==> src/rtl/rk_crt_fetch.sv <==
// CRT row fetcher: double-buffers one character row of screen RAM per display row
// and streams characters to the video stage on each character-clock enable.
module rk_crt_fetch #(
  parameter int unsigned CHARS   = 78,
  parameter int unsigned ROWS    = 30,
  parameter int unsigned LPR     = 10,
  parameter logic [15:0] BASE    = 16'h76D0,
  parameter int unsigned UL_LINE = 7
) (
  input  logic        clk,
  input  logic        reset,
  input  logic        cce,
  input  logic        hr_wg75,
  input  logic        vr_wg75,
  input  logic [6:0]  cur_x,
  input  logic [4:0]  cur_y,
  output logic        mem_req,
  output logic [15:0] mem_addr,
  input  logic        mem_ack,
  input  logic [7:0]  mem_data,
  output logic [6:0]  ichar,
  output logic [3:0]  line,
  output logic        vsp,
  output logic        lten,
  output logic        rvv,
  output logic        underrun
);

  localparam logic [6:0]  CHARS_W   = 7'(CHARS);
  localparam logic [6:0]  LAST_IDX  = 7'(CHARS - 1);
  localparam logic [4:0]  ROWS_W    = 5'(ROWS);
  localparam logic [5:0]  ROWS_6    = 6'(ROWS);
  localparam logic [3:0]  LAST_LINE = 4'(LPR - 1);
  localparam logic [3:0]  UL_W      = 4'(UL_LINE);
  localparam logic [15:0] ROW_STEP  = 16'(CHARS);
  localparam logic [15:0] ROW1_BASE = BASE + ROW_STEP;
  localparam logic [15:0] ROW2_BASE = ROW1_BASE + ROW_STEP;

  typedef enum logic [1:0] {IDLE, REQ, DRAIN} fstate_t;
  fstate_t state_q, state_d;

  logic        hr_q, vr_q;
  logic        hs_fall, vs_fall, vs_rise;
  logic [4:0]  row;
  logic [3:0]  ln;
  logic [6:0]  col;
  logic [3:0]  fc;
  logic        disp_sel, fill_valid, disp_valid;
  logic [15:0] next_base, pend_addr, go_addr;
  logic [6:0]  idx, rd_idx;
  logic [7:0]  rd_byte;
  logic        vis, swap, fetch_go;
  logic        wr, adv, load_go, load_pend, save_pend, fill_done;
  logic [7:0]  rowbuf0 [CHARS];
  logic [7:0]  rowbuf1 [CHARS];

  assign hs_fall = hr_q & ~hr_wg75;
  assign vs_fall = vr_q & ~vr_wg75;
  assign vs_rise = ~vr_q & vr_wg75;
  assign mem_req = (state_q != IDLE);

  // Sync-event decode: which fetch (if any) starts this cycle and whether buffers swap.
  always_comb begin
    swap     = 1'b0;
    fetch_go = 1'b0;
    go_addr  = next_base;
    if (vs_fall) begin
      fetch_go = 1'b1;
      go_addr  = BASE;
    end else if (vs_rise) begin
      swap     = 1'b1;
      fetch_go = 1'b1;
      go_addr  = ROW1_BASE;
    end else if (hs_fall && ln == LAST_LINE) begin
      swap     = 1'b1;
      fetch_go = (({1'b0, row} + 6'd2) < ROWS_6);
    end
  end

  // A start that arrives mid-beat is parked in pend_addr; DRAIN finishes the
  // outstanding beat (data discarded) so mem_req never drops before its ack.
  always_comb begin
    state_d   = state_q;
    wr        = 1'b0;
    adv       = 1'b0;
    load_go   = 1'b0;
    load_pend = 1'b0;
    save_pend = 1'b0;
    fill_done = 1'b0;
    case (state_q)
      IDLE: begin
        if (fetch_go) begin
          state_d = REQ;
          load_go = 1'b1;
        end
      end
      REQ: begin
        wr = mem_ack;
        if (fetch_go) begin
          if (mem_ack) begin
            load_go = 1'b1;
          end else begin
            state_d   = DRAIN;
            save_pend = 1'b1;
          end
        end else if (mem_ack) begin
          if (idx == LAST_IDX) begin
            state_d   = IDLE;
            fill_done = 1'b1;
          end else begin
            adv = 1'b1;
          end
        end
      end
      DRAIN: begin
        save_pend = fetch_go;
        if (mem_ack) begin
          state_d   = REQ;
          load_go   = fetch_go;
          load_pend = ~fetch_go;
        end
      end
      default: state_d = IDLE;
    endcase
  end

  always_ff @(posedge clk or posedge reset) begin
    if (reset) begin
      state_q   <= IDLE;
      mem_addr  <= '0;
      idx       <= '0;
      pend_addr <= '0;
    end else begin
      state_q <= state_d;
      if (load_go) begin
        mem_addr <= go_addr;
        idx      <= '0;
      end else if (load_pend) begin
        mem_addr <= pend_addr;
        idx      <= '0;
      end else if (adv) begin
        mem_addr <= mem_addr + 16'd1;
        idx      <= idx + 7'd1;
      end
      if (save_pend) pend_addr <= go_addr;
    end
  end

  always_ff @(posedge clk) begin
    if (wr) begin
      if (disp_sel) rowbuf0[idx] <= mem_data;
      else          rowbuf1[idx] <= mem_data;
    end
  end

  assign rd_idx  = (col < CHARS_W) ? col : '0;
  assign rd_byte = disp_sel ? rowbuf1[rd_idx] : rowbuf0[rd_idx];
  assign vis     = (col < CHARS_W) && (row < ROWS_W) && disp_valid;

  always_ff @(posedge clk or posedge reset) begin
    if (reset) begin
      hr_q       <= 1'b1;
      vr_q       <= 1'b1;
      row        <= '0;
      ln         <= '0;
      col        <= '0;
      fc         <= '0;
      disp_sel   <= 1'b0;
      fill_valid <= 1'b0;
      disp_valid <= 1'b0;
      underrun   <= 1'b0;
      next_base  <= ROW1_BASE;
      ichar      <= '0;
      line       <= '0;
      vsp        <= 1'b1;
      lten       <= 1'b0;
      rvv        <= 1'b0;
    end else begin
      hr_q <= hr_wg75;
      vr_q <= vr_wg75;
      if (fill_done) fill_valid <= 1'b1;
      if (swap) begin
        disp_sel   <= ~disp_sel;
        disp_valid <= fill_valid && (state_q == IDLE);
        fill_valid <= 1'b0;
        if (state_q != IDLE) underrun <= 1'b1;
      end
      if (vs_fall) begin
        fill_valid <= 1'b0;
        fc         <= fc + 4'd1;
        next_base  <= ROW1_BASE;
      end else if (vs_rise) begin
        row       <= '0;
        ln        <= '0;
        col       <= '0;
        next_base <= ROW2_BASE;
      end else if (hs_fall) begin
        col <= '0;
        if (ln == LAST_LINE) begin
          ln <= '0;
          if (row < ROWS_W) row <= row + 5'd1;
          if (fetch_go) next_base <= next_base + ROW_STEP;
        end else begin
          ln <= ln + 4'd1;
        end
      end else if (cce) begin
        ichar <= vis ? rd_byte[6:0] : '0;
        rvv   <= vis & rd_byte[7];
        vsp   <= ~vis;
        line  <= ln;
        lten  <= vis && (row == cur_y) && (col == cur_x) && (ln == UL_W) && !fc[3];
        if (col < CHARS_W) col <= col + 7'd1;
      end
    end
  end

endmodule

==> config.mk <==
export PLATFORM = sky130hd
export DESIGN_NAME = rk_crt_fetch
export DESIGN_NICKNAME = d
export VERILOG_FILES = /design/src/rtl/rk_crt_fetch.sv
export SDC_FILE = /design/constraint.sdc
export NUM_CORES = 2
export LEC_CHECK = 0
export CAP_MARGIN = 40
export CORE_ASPECT_RATIO = 0.5
export CORE_MARGIN = 4
export CORE_UTILIZATION = 40
export DETAILED_ROUTE_END_ITERATION = 8
export SETUP_SLACK_MARGIN = 0.02
export SLEW_MARGIN = 30
export SYNTH_ARGS = -nofsm -noshare
export SYNTH_HDL_FRONTEND = slang
export SYNTH_SLANG_ARGS = --single-unit
==> constraint.sdc <==
create_clock -name clk -period 4.55 [get_ports clk]
set_clock_uncertainty 0.15 [all_clocks]
set_input_delay 1.365 -clock clk [delete_from_list [all_inputs] [get_ports clk]]
set_output_delay 1.365 -clock clk [all_outputs]
set_load 0.01 [all_outputs]
==> results.sh <==
export IMPL_status="finished clean"
export IMPL_critical_path_required_ps=5050
export IMPL_min_period_over_period=0.890
export IMPL_timing_rr_start="col[3]$_DFFE_PP0P_"
export IMPL_synth_edf_count=1248
export IMPL_leakage_uw=0.0208
export IMPL_setup_viol=0
export IMPL_hp_class="register to register"
export IMPL_grt_max_degree=99
export IMPL_dr_first_iter_drc_count=4270
export IMPL_post_cts_buffers=0
export IMPL_vias_per_cell=5.86
export IMPL_final_common_cell="edfxtp_1"
export IMPL_path_clk_slew_ps=70
export IMPL_p_per_area_mw_per_mm2=456
export IMPL_report_final_slew_viol_count=0
export IMPL_worst_slack_ps=500
export IMPL_total_power_uw=29100
export IMPL_final_cell_mix="edfxtp_1 (1,248), nand2_1 (340), buf_4 (286), nor2_1 (282), a21oi_1 (207)"
export IMPL_ys_types=84
export IMPL_crit_arrival_ps=4550
export IMPL_initial_utilization=0.402
export IMPL_clockBufferDepth=3
export IMPL_cts_resized=0
export IMPL_grt_pass1_wl_um=233000
export IMPL_synthArstFlopShare=0.0714
export IMPL_grt_usage=0.215
export IMPL_worst_setup_path_type="register to register"
export IMPL_cts_buffers=120
export IMPL_final_hold_viol_count=0
export IMPL_antenna_found_initial=5
export IMPL_insertion_delay_ps=750
export IMPL_htree_levels=3
export IMPL_dieArea_mm2=0.144
export IMPL_grt_overflow=0
export IMPL_wl_per_cell_um=26.5
export IMPL_synthCells=3794
export IMPL_hold_buffers=0
export IMPL_syn_nets=3837
export IMPL_avgSynthCellArea_um2=14.5
export IMPL_coreArea_mm2=0.137
export IMPL_drive_above_1_share=0.156
export IMPL_cts_tree="yes"
export IMPL_cp_end_kind="register"
export IMPL_vias=35200
export IMPL_syn_to_final_growth_pct=15.9
export IMPL_cp_max_fo=33
export IMPL_gp_congestion=0.926
export IMPL_numClockSinks=1344
export IMPL_maxCapViolations=0
export IMPL_io_buffers=57
export IMPL_num_rows=96
export IMPL_nFillCells=11900
export IMPL_die_w_um=533
export IMPL_drtPass1Iterations=5
export IMPL_crit_start="col[3]$_DFFE_PP0P_"
export IMPL_startpoint_type="register"
export IMPL_syn_area_mm2=0.0552
export IMPL_ios=58
export IMPL_min_from="fc[3]$_DFFE_PP0P_"
export IMPL_synth_seq_area_share=0.723
export IMPL_preCtsSetupSlack_ps=134
export IMPL_wl_um=159000
export IMPL_grt_pass1_vias=34200
export IMPL_min_period_ps=4050
export IMPL_tns_ps=0
export IMPL_fin_nets=4074
export IMPL_ys_seq_elements=1344
export IMPL_max_freq_mhz=247
export IMPL_yosysWarningCount=0
export IMPL_drc_errors=0
export IMPL_clock_root_buffer="clkbuf_16"
export IMPL_synth_top_flop_cell="edfxtp_1"
export IMPL_worstMarginPinSlew_ps=883
export IMPL_dieHeight_um=271
export IMPL_ir_worst_vdd_mv=0.351
export IMPL_final_antenna_net_count=0
export IMPL_max_slew_margin=0.409
export IMPL_rsz0062_at_grt="no"
export IMPL_dp_hpwl_um=102000
routing by layer:
metal,up-vias,global-route usage,share of wire
li1,15400,-,-
met1,17800,0.307,0.42
met2,1694,0.332,0.45
met3,290,0.0449,0.095
met4,0,0.0658,0.033
met5,-,0,0
stage by stage:
stage / utilization / area, um2 / std cells / hold WS [ps]
after floorplan: - / 55200 / 3794 / 296
after global placement: 0.435 / 59700 / 5763 / 311
after detailed placement: 0.436 / 59800 / 5769 / 315
after CTS: 0.466 / 63900 / 5993 / 329
after global routing: 0.466 / 63900 / 5995 / 350
final: 0.466 / 63900 / 5996 / 325
logic make-up (layout without fill, tap and decap cells):
| family | after synthesis | in the layout | share of synthesized area |
|---|---|---|---|
| xor+xnor | 44 | 44 | 0.00699 |
| fa+ha+maj | 18 | 18 | 0.00404 |
| mux | 292 | 292 | 0.0568 |
| buf+inv | 280 | 619 | 0.0217 |
| simple gates | 879 | 879 | 0.0696 |
| compound gates | 937 | 937 | 0.118 |
| flops | 1344 | 1344 | 0.723 |
| other cells | 0 | 1 | 0 |
flip-flops by register name, indices dropped and copies added, names as in the netlist, 2 cells and up:
register / cells
row: 5
mem_addr: 16
idx: 7
rowbuf1: 624
col: 7
state_q: 2
rowbuf0: 624
ln: 4
next_base: 15
pend_addr: 16
line: 4
fc: 4
ichar: 7
cell type report:
| cell class | count | area, um2 | area share |
|---|---|---|---|
| antenna | 1 | 2.50 | 0.0000391 |
| clock buffer | 147 | 3170 | 0.0495 |
| clock inverter | 77 | 962 | 0.0151 |
| inverter | 22 | 85.1 | 0.00133 |
| multi-input combinational | 2170 | 14200 | 0.222 |
| sequential | 1344 | 39900 | 0.624 |
| tap | 1862 | 2330 | 0.0364 |
| timing repair buffer | 373 | 3290 | 0.0514 |
power by group:
| group | total [uW] | internal, uW | switching [uW] | leakage, uW |
|---|---|---|---|---|
| clock network | 10700 | 6140 | 4580 | 0.00201 |
| logic | 4240 | 1560 | 2680 | 0.00643 |
| registers | 14200 | 13800 | 351 | 0.0124 |
Yosys cell counts (all sizes together), types with 15 or more instances:
cell type | count | share of area
nand4 | 27 | 0.0031
a211oi | 84 | 0.011
xor2 | 23 | 0.0037
mux2i | 197 | 0.036
a21oi | 209 | 0.019
a211o | 23 | 0.0037
a2bb2oi | 27 | 0.0043
xnor2 | 21 | 0.0033
mux2 | 87 | 0.018
buf | 121 | 0.011
inv | 21 | 0.0014
edfxtp | 1248 | 0.68
dfrtp | 83 | 0.038
a22oi | 34 | 0.0046
o211ai | 28 | 0.0038
nor2 | 283 | 0.019
a31oi | 41 | 0.0047
o22ai | 43 | 0.0049
nand3 | 93 | 0.0084
ha | 17 | 0.0039
o21ai | 149 | 0.014
nor3 | 36 | 0.0033
clkbuf | 137 | 0.0093
nor2b | 25 | 0.0028
nand2 | 340 | 0.023
a32oi | 30 | 0.0048
a221oi | 109 | 0.017
o221ai | 15 | 0.0024
critical path, cell delays in order (launching register included):
cell	delay (ps)
dfrtp_1	510
buf_12	230
a311o_1	580
a21oi_4	300
buf_12	250
mux2_2	390
a221oi_1	300
a211oi_1	130
nor3_1	660
a211oi_1	150
o22a_1	210
final timing paths:
path                                             end  slack [ps]  cells after the start
min in group asynchronous   mem_addr[15]$_DFFE_PP0P_         860                      2
max reg2reg                     ichar[6]$_DFFE_PP0P_         500                     10
max                             ichar[6]$_DFFE_PP0P_         500                     10
min                                fc[3]$_DFFE_PP0P_         330                      1
min reg2reg                        fc[3]$_DFFE_PP0P_         330                      1
max in group asynchronous  next_base[14]$_DFFE_PP1P_        2590                      3
No activity file was read; power rests on OpenSTA's default activity.
